===== src/rtl/space_invaders_pkg.sv =====
// space_invaders_pkg
//   Shared types and screen constants for the game blocks.
//   bc_state_t : bullet controller life-cycle states.
//   H_ACTIVE / V_ACTIVE : visible raster size.
//   PLAYER_TOP_Y_DEFAULT : top row of the player sprite.
//   COORD_W : width of every screen coordinate bus.
package space_invaders_pkg;

    typedef enum logic [1:0] {
        BC_IDLE     = 2'd0,
        BC_FLYING   = 2'd1,
        BC_COOLDOWN = 2'd2
    } bc_state_t;

    localparam int H_ACTIVE             = 640;
    localparam int V_ACTIVE             = 480;
    localparam int PLAYER_TOP_Y_DEFAULT = 440;
    localparam int COORD_W              = 10;

endpackage


===== src/rtl/frame_tick_sync.sv =====
// frame_tick_sync
//   Brings the slow VGA vsync into the system clock domain and turns each
//   rising edge into a single-cycle tick. Shared by every per-frame motion block.
// Ports
//   clk      in  1  system clock
//   rst      in  1  asynchronous, active-high reset
//   async_in in  1  asynchronous frame strobe (vsync)
//   tick     out 1  one-cycle pulse per rising edge of async_in
module frame_tick_sync (
    input  logic clk,
    input  logic rst,
    input  logic async_in,
    output logic tick
);

    logic sync_0;
    logic sync_1;
    logic sync_1_d;

    // NOTE: flops take non-blocking assignments so every register samples
    // the pre-edge value of its neighbour; blocking here would collapse the
    // synchroniser chain into a single stage.
    always_ff @(posedge clk or posedge rst) begin
        if (rst) begin
            sync_0   <= 1'b0;
            sync_1   <= 1'b0;
            sync_1_d <= 1'b0;
        end else begin
            sync_0   <= async_in;
            sync_1   <= sync_0;
            sync_1_d <= sync_1;
        end
    end

    assign tick = sync_1 & ~sync_1_d;

endmodule


===== src/rtl/bullet_controller.sv =====
// bullet_controller
//   Owns the single player bullet: launches it from the player column on a
//   fire press, climbs it once per frame, retires it at the top edge or on a
//   hit, then holds off re-arming for a fixed number of frames.
// Ports
//   Clk        in  1   system clock
//   Reset      in  1   asynchronous, active-high reset
//   frame_clk  in  1   vsync; each rising edge is one frame tick
//   fire       in  1   fire key level
//   hit        in  1   one-cycle collision pulse
//   playerX    in  10  player centre column
//   bullet_in  out 1   bullet alive / visible
//   bulletX    out 10  bullet column (held while not alive)
//   bulletY    out 10  bullet top row (held while not alive)
//   shot_pulse out 1   one-cycle pulse on launch
//   busy       out 1   bullet flying or cooling down
module bullet_controller
    import space_invaders_pkg::*;
#(
    parameter int unsigned BULLET_SPEED = 4,
    parameter int unsigned BULLET_LEN   = 4,
    parameter int unsigned PLAYER_TOP_Y = PLAYER_TOP_Y_DEFAULT,
    parameter int unsigned X_MAX        = H_ACTIVE - 1,
    parameter int unsigned COOLDOWN_FR  = 8
) (
    input  logic               Clk,
    input  logic               Reset,
    input  logic               frame_clk,
    input  logic               fire,
    input  logic               hit,
    input  logic [COORD_W-1:0] playerX,
    output logic               bullet_in,
    output logic [COORD_W-1:0] bulletX,
    output logic [COORD_W-1:0] bulletY,
    output logic               shot_pulse,
    output logic               busy
);

    localparam int CNT_W = $clog2(COOLDOWN_FR + 1);

    localparam logic [COORD_W-1:0] SPEED_V  = COORD_W'(BULLET_SPEED);
    localparam logic [COORD_W-1:0] LAUNCH_Y = COORD_W'(PLAYER_TOP_Y - BULLET_LEN);
    localparam logic [COORD_W-1:0] X_MAX_V  = COORD_W'(X_MAX);
    localparam logic [CNT_W-1:0]   CNT_INIT = CNT_W'(COOLDOWN_FR);
    localparam logic [CNT_W-1:0]   CNT_ONE  = CNT_W'(1);

    bc_state_t          state, state_nxt;
    logic               fire_prev;
    logic               fire_pend, fire_pend_nxt;
    logic [CNT_W-1:0]   cd_cnt, cd_cnt_nxt;
    logic               bullet_in_nxt;
    logic [COORD_W-1:0] bulletX_nxt, bulletY_nxt;
    logic               shot_pulse_nxt;
    logic               tick;
    logic               fire_rise;

    frame_tick_sync u_frame_tick_sync (
        .clk      (Clk),
        .rst      (Reset),
        .async_in (frame_clk),
        .tick     (tick)
    );

    assign fire_rise = fire & ~fire_prev;
    assign busy      = (state != BC_IDLE);

    always_ff @(posedge Clk or posedge Reset) begin
        if (Reset) begin
            state      <= BC_IDLE;
            fire_prev  <= 1'b0;
            fire_pend  <= 1'b0;
            cd_cnt     <= '0;
            bullet_in  <= 1'b0;
            bulletX    <= '0;
            bulletY    <= '0;
            shot_pulse <= 1'b0;
        end else begin
            state      <= state_nxt;
            fire_prev  <= fire;
            fire_pend  <= fire_pend_nxt;
            cd_cnt     <= cd_cnt_nxt;
            bullet_in  <= bullet_in_nxt;
            bulletX    <= bulletX_nxt;
            bulletY    <= bulletY_nxt;
            shot_pulse <= shot_pulse_nxt;
        end
    end

    always_comb begin
        // NOTE: every signal gets a hold/default value before the case so no
        // path leaves it unassigned, which would otherwise infer a latch.
        state_nxt      = state;
        fire_pend_nxt  = fire_pend;
        cd_cnt_nxt     = cd_cnt;
        bullet_in_nxt  = bullet_in;
        bulletX_nxt    = bulletX;
        bulletY_nxt    = bulletY;
        shot_pulse_nxt = 1'b0;

        case (state)
            BC_IDLE: begin
                if (tick && fire_pend) begin
                    // Pending press is consumed; a fresh edge this cycle is dropped.
                    state_nxt      = BC_FLYING;
                    bulletX_nxt    = (playerX > X_MAX_V) ? X_MAX_V : playerX;
                    bulletY_nxt    = LAUNCH_Y;
                    bullet_in_nxt  = 1'b1;
                    shot_pulse_nxt = 1'b1;
                    fire_pend_nxt  = 1'b0;
                end else if (fire_rise) begin
                    fire_pend_nxt = 1'b1;
                end
            end

            BC_FLYING: begin
                // Hit has priority over a coincident frame tick.
                if (hit) begin
                    state_nxt     = BC_COOLDOWN;
                    bullet_in_nxt = 1'b0;
                    cd_cnt_nxt    = CNT_INIT;
                end else if (tick) begin
                    // Compare before subtracting so the row never wraps.
                    if (bulletY < SPEED_V) begin
                        state_nxt     = BC_COOLDOWN;
                        bullet_in_nxt = 1'b0;
                        cd_cnt_nxt    = CNT_INIT;
                    end else begin
                        bulletY_nxt = bulletY - SPEED_V;
                    end
                end
            end

            BC_COOLDOWN: begin
                if (fire_rise) begin
                    fire_pend_nxt = 1'b1;
                end
                if (tick) begin
                    cd_cnt_nxt = (cd_cnt == '0) ? '0 : cd_cnt - CNT_ONE;
                    if (cd_cnt <= CNT_ONE) begin
                        state_nxt = BC_IDLE;
                    end
                end
            end

            default: begin
                state_nxt = BC_IDLE;
            end
        endcase
    end

endmodule


===== config.mk =====
export PLATFORM = sky130hd
export DESIGN_NAME = bullet_controller
export DESIGN_NICKNAME = d
export VERILOG_FILES = /design/src/rtl/space_invaders_pkg.sv /design/src/rtl/frame_tick_sync.sv /design/src/rtl/bullet_controller.sv
export SDC_FILE = /design/constraint.sdc
export NUM_CORES = 1
export LEC_CHECK = 0
export CAP_MARGIN = 25
export CORE_MARGIN = 3
export CORE_UTILIZATION = 42
export DETAILED_ROUTE_END_ITERATION = 16
export GPL_ROUTABILITY_DRIVEN = 1
export GPL_TIMING_DRIVEN = 0
export PLACE_DENSITY = 0.72
export SYNTH_ARGS = -nofsm -noshare
export SYNTH_HDL_FRONTEND = slang
export SYNTH_SLANG_ARGS = --single-unit
export TNS_END_PERCENT = 20

===== constraint.sdc =====
create_clock -name Clk -period 1.85 [get_ports Clk]
set_input_delay 0.555 -clock Clk [delete_from_list [all_inputs] [get_ports Clk]]
set_output_delay 0.555 -clock Clk [all_outputs]
set_load 0.05 [all_outputs]

==> flow_metrics.tcl, run 1 <==
set metrics [dict create \
    wl_met2_mm 1.490 \
    drive_above_1_share 0.1713 \
    start_util 0.4638 \
    antenna_found_initial 0 \
    nets 196 \
    cts_inserted_buffers 5 \
    setup_viol 3 \
    crit_fanout 4 \
    max_freq_mhz 514.7 \
    critPathBufInv 1 \
    htree_levels 2 \
    finalMaxSlewViolations 0 \
    drtAntennaViolNets 0 \
    die_w_um 62.83 \
    ys_types 35 \
    vdd_ir_drop_max_v 0.001092 \
    seq_power_share 0.372 \
    cts.sinks 31 \
    synth-seq-area-share 0.5720 \
    hpwl_mm 2.277 \
    antenna_cells 0 \
    max_cap_viol_count 0 \
    worstMarginPinSlew_ns 0.5658 \
    syn_area_um2 1356 \
    routabilityCongestion 0.8258 \
    hold_start "u_frame_tick_sync.sync_0" \
    ys_warn_count 0 \
    holdCritPathClass "reg2reg" \
    required_ns 2.06 \
    worst_slack_ns -0.09271 \
    grt-ovfl-total 0 \
    finalPower_w 0.002968 \
    drt_iter0_markers 25 \
    core_um2 2924 \
    rr_endpoint "bulletY[8]" \
    rows 19 \
    dieArea_um2 3947 \
    groute.usage.overall 0.1660 \
    p_sw_frac 0.4762 \
    grt_max_degree 23 \
    clkTransAtPathRegs_ns 0.09 \
    ctsHoldBuffers 0 \
    avgSynthCellArea_um2 10.05 \
    io_buffers 35 \
    crit_family "simple AND/OR/NAND/NOR gates" \
    hold_depth 0 \
    holdPathEnd "u_frame_tick_sync.sync_1" \
    reg2reg_from "bulletY[2]" \
    grt_pass1_wl_mm 5.161 \
    violations "negative setup slack" \
    syn2layout_area_growth_pct 38.10 \
    startpoint_type "flop" \
    fp.dieH_um 62.83 \
    combPwrFrac 0.479 \
    fin_worst_skew_ns 0.007086 \
    wl_per_cell_um 13.50 \
    p_per_area_nw_per_um2 1585 \
    fin_crit_ns 1.943 \
    cts_tree "built" \
    power_switching_w 0.001413 \
    nFillCells 258 \
    m1WireLength_mm 1.292 \
    worstRegToRegCells 6 \
    clock_path_buffers 2 \
    power_leakage_nw 0.8332 \
    ys_ff_latch 31 \
    end_kind "flop" \
    arrival_ns 2.15 \
    min_period_over_period 1.050 \
    dp_slack_ns -0.3095 \
    vias 1142 \
    grt_pass1_vias 1158 \
    top_layer_used "met4" \
    slowest_delay_ns 0.44 \
    viasPerCell 5.121 \
    regToRegSetupSlack_ns -0.09 \
    wirelength_mm 3.011 \
    cts_root_buf "clkbuf_4" \
    final_common_cell "dfrtp_1" \
    cp_common_cell "or3b_1" \
    p_int_w 0.001555 \
    ioPinCount 38 \
    synthCells 135 \
    clock_power_share 0.149 \
    slowest_stage "dfrtp_2" \
    outcome "finished with violations" \
    drcViolationCount 0 \
    relSlewSlack 0.6205 \
    firstDrtPassIters 3 \
    clk_latency_ns 0.33 \
    path_cells "inv_2 -> ha_4 -> or3b_1 -> or3_4 -> o21ai_1 -> or3b_1" \
    rsz0062_at_grt "true" \
    hold_violations 0 \
    criticalPathCategory "reg2reg" \
    wl_met3_um 172 \
    layout_common_cells "dfrtp_1 (29), nand2_1 (25), clkdlybuf4s50_1 (14)" \
]
-- cell families (layout without fill, tap and decap cells) --
logic type,Yosys count,after routing,share of synthesized area
simple gates,62,62,0.2417
buf+inv,10,55,0.03413
compound gates,29,29,0.1338
fa+ha+maj,1,1,0.009224
other cells,1,2,0.002765
xor+xnor,1,1,0.006459
flops,31,31,0.5720
-- cell type report --
cell class              instances  area, um^2  area share
plain buffers                   5       28.78     0.01536
clock buffers                   8       68.82     0.03674
inverters                       5       18.77     0.01002
multi-input cells              95       568.0      0.3033
flip-flops and latches         31       778.2      0.4155
well taps                      42       52.55     0.02806
repair buffers                 37       357.8      0.1910
-- per-layer routing --
| layer | track usage | vias to the layer above |
|---|---|---|
| met5 | 0 | - |
| met4 | 0.07438 | 0 |
| met3 | 0.05036 | 7 |
| met2 | 0.2916 | 29 |
| met1 | 0.1836 | 539 |
| li1 | - | 567 |
-- power by group through the flow --
stage | Clock [W] | Combinational, W | Sequential, W
after detailed placement | 0 | 0.00154 | 0.00111
final | 0.000443 | 0.00142 | 0.00110
after global routing | 0.000483 | 0.00152 | 0.00114
after global placement | 0 | 0.00150 | 0.00110
after CTS | 0.000455 | 0.00143 | 0.00110
after floorplan | 0 | 0.000424 | 0.00169
-- metrics by stage --
| step | utilization | TNS (ns) | std cells | cell area (um^2) | hold WS, ns |
|---|---|---|---|---|---|
| 5_1_grt | 0.6406 | -0.5061 | 223 | 1873 | 0.3822 |
| 3_3_place_gp | 0.6080 | -3.923 | 213 | 1778 | 0.3370 |
| 4_1_cts | 0.6376 | -0.1832 | 222 | 1864 | 0.3740 |
| 6_report | 0.6406 | -0.1219 | 223 | 1873 | 0.3689 |
| 3_5_place_dp | 0.6175 | -1.256 | 214 | 1805 | 0.3484 |
| 2_1_floorplan | - | -0.3505 | 136 | 1375 | 0.3312 |
-- how the worst max path moves through the flow --
stage / slack, ns / to / start / depth (start not counted)
after floorplan: -0.15 / bulletY[8] / bulletY[2] / 6
after detailed placement: -0.31 / bulletY[7] / hit / 4
after global routing: -0.15 / bulletY[8] / bulletY[2] / 6
after CTS: -0.12 / bulletY[8] / bulletY[2] / 6
final: -0.09 / bulletY[8] / bulletY[2] / 6
after global placement: -0.29 / bulletY[7] / hit / 4
-- registers in the layout, summed over array words and instances, names as in the netlist --
| signal | cells |
|---|---|
| u_frame_tick_sync.sync_0 | 1 |
| state | 2 |
| shot_pulse | 1 |
| bullet_in | 1 |
| cd_cnt | 4 |
| fire_pend | 1 |
| bulletY | 8 |
| u_frame_tick_sync.sync_1_d | 1 |
| fire_prev | 1 |
| bulletX | 10 |
| u_frame_tick_sync.sync_1 | 1 |
-- cells in the mapped netlist --
cell        n  area share
o21a_1      2       0.011
a211o_1     1      0.0065
dfrtp_1    31        0.57
o21ai_0    13       0.048
or3_1       3       0.014
a211oi_1    2       0.011
o22ai_1     1      0.0046
nand2b_1    1      0.0046
ha_1        1      0.0092
buf_2       1      0.0037
nor2b_1     2      0.0092
buf_4       2       0.011
or4_1       1      0.0055
clkbuf_1    2      0.0055
or3_4       1      0.0083
and3_1      1      0.0046
a31o_2      1      0.0065
conb_1      1      0.0028
a21oi_1     2      0.0074
a31oi_1     1      0.0046
nor3_1      4       0.015
nor2_1      8       0.022
nand4bb_1   2       0.017
or2_2       1      0.0046
or3b_1      3       0.019
nor3b_1     2       0.011
xnor2_1     1      0.0065
nand3_1     2      0.0074
nand2_1    25       0.069
o31ai_1     4       0.022
a21o_1      1      0.0055
inv_1       5       0.014
o2bb2ai_1   1      0.0065
nand3b_1    3       0.017
nor4_1      3       0.014
-- timing repair --
action	in CTS	in global routing
setup buffers	0	1
endpoints found under the setup margin	24	20
resized for setup	30	12
Power figures use the tool's default switching activity.
==> inputs of run 2 (changes only) <==
MAX_ROUTING_LAYER = met4   (was unset)
==> flow_metrics.tcl, run 2 (synthesis results as in run 1) <==
set metrics [dict create \
    outcome "finished with violations" \
    violations "negative setup slack" \
    grt_pass1_vias 1158 \
    final_common_cell "dfrtp_1" \
    design_area_um2 1873 \
    criticalPathCategory "reg2reg" \
    htree_levels 2 \
    viasPerCell 5.121 \
    dp_cells 214 \
    multi_input_area_um2 568.0 \
    clkTransAtPathRegs_ns 0.09 \
    routabilityCongestion 0.8383 \
    finalMaxSlewViolations 0 \
    top_regs "bulletX (10), bulletY (8), cd_cnt (4)" \
    holdPathEnd "u_frame_tick_sync.sync_1" \
    max_cap_viol_count 0 \
    wirelength_mm 3.011 \
    clk_latency_ns 0.33 \
    wl_per_cell_um 13.50 \
    vias 1142 \
    dieArea_um2 3947 \
    hold_violations 0 \
    io_buffers 35 \
    hold_depth 0 \
    end_kind "flop" \
    worst_slack_ns -0.09271 \
    drive_above_1_share 0.1713 \
    cts_inserted_buffers 5 \
    relSlewSlack 0.6205 \
    crit_fanout 4 \
    groute.usage.overall 0.1707 \
    layout_common_cells "dfrtp_1 (29), nand2_1 (25), clkdlybuf4s50_1 (14)" \
    ctsHoldBuffers 0 \
    drtAntennaViolNets 0 \
    clock_path_buffers 2 \
    firstDrtPassIters 3 \
    grt-ovfl-total 0 \
    dpl_cell_area_um2 1805 \
    largest_reg_flops 10 \
    holdCritPathClass "reg2reg" \
    startpoint_type "flop" \
    drt_iter0_markers 25 \
    p_per_area_nw_per_um2 1585 \
    max_freq_mhz 514.7 \
    cts_tree "built" \
    rsz0062_at_grt "true" \
    cts_root_buf "clkbuf_4" \
    regToRegSetupSlack_ns -0.09 \
    grt_max_degree 23 \
    start_util 0.4638 \
    setup_viol 3 \
    dp_slack_ns -0.3095 \
    power_leakage_nw 0.8332 \
    fin_crit_ns 1.943 \
    final_cells 223 \
    worstRegToRegCells 6 \
    fin_worst_skew_ns 0.007086 \
    syn2layout_area_growth_pct 38.10 \
    ioPinCount 38 \
    hpwl_mm 2.277 \
    grt_pass1_wl_mm 5.161 \
    required_ns 2.06 \
    nFillCells 258 \
    hold_start "u_frame_tick_sync.sync_0" \
    drcViolationCount 0 \
    die_w_um 62.83 \
    antenna_found_initial 0 \
    nets 196 \
    antenna_cells 0 \
    rows 19 \
    regArea_um2 778.2 \
    arrival_ns 2.15 \
    vdd_ir_drop_max_v 0.001092 \
    regMostFlops "bulletX" \
    min_period_over_period 1.050 \
    rr_endpoint "bulletY[8]" \
    fp.dieH_um 62.83 \
    cts.sinks 31 \
    worstMarginPinSlew_ns 0.5658 \
    reg2reg_from "bulletY[2]" \
    core_um2 2924 \
]
run 2: cell counts in the layout (fill, tap and decap cells not counted):
No cell type changed its count.
run 2: worst max path at each step:
stage,cells after the start,startpoint,slack (ns),end
after global placement,4,hit,-0.29,bulletY[7]
final,6,bulletY[2],-0.09,bulletY[8]
after detailed placement,4,hit,-0.31,bulletY[7]
after global routing,6,bulletY[2],-0.15,bulletY[8]
after CTS,6,bulletY[2],-0.12,bulletY[8]
after floorplan,6,bulletY[2],-0.15,bulletY[8]
run 2: where the power goes:
part	switching, W	total [W]	internal (W)
Clock	0.000220	0.000443	0.000223
Combinational	0.00101	0.00142	0.000415
Sequential	0.000187	0.00110	0.000916
Total	0.00141	0.00297	0.00155
run 2: metrics by stage:
stage	hold WS [ns]	util	power (W)	setup TNS, ns
global placement	0.3370	0.6080	0.002597	-3.923
global route	0.3822	0.6406	0.003150	-0.5047
finish	0.3689	0.6406	0.002968	-0.1227
detailed placement	0.3484	0.6175	0.002653	-1.256
floorplan	0.3312	-	0.002110	-0.3505
CTS	0.3740	0.6376	0.002982	-0.1832
run 2: worst max-delay path: stages (launching register included):
cell and delay, ns:
dfrtp_2 0.44, inv_2 0.07, ha_4 0.14, or3b_1 0.37, or3_4 0.34, o21ai_1 0.12, or3b_1 0.34
run 2: what timing repair did:
action	in CTS	in global routing
resized for setup	30	12
hold endpoints to repair	0	0
buffers inserted	0	1
setup endpoints to repair	24	20
run 2: cell type report:
cell class | instances | area share
buffer | 5 | 0.01536
multi-input combinational | 95 | 0.3033
clock buffer | 8 | 0.03674
timing repair buffer | 37 | 0.1910
sequential | 31 | 0.4155
tap | 42 | 0.02806
inverter | 5 | 0.01002
run 2: routing by layer:
metal	vias to the layer above	part of all wire	GRT usage
met5	-	0	-
met4	0	0.019	0.07438
met3	7	0.052	0.04676
met2	29	0.49	0.2916
met1	539	0.43	0.1859
li1	567	-	-
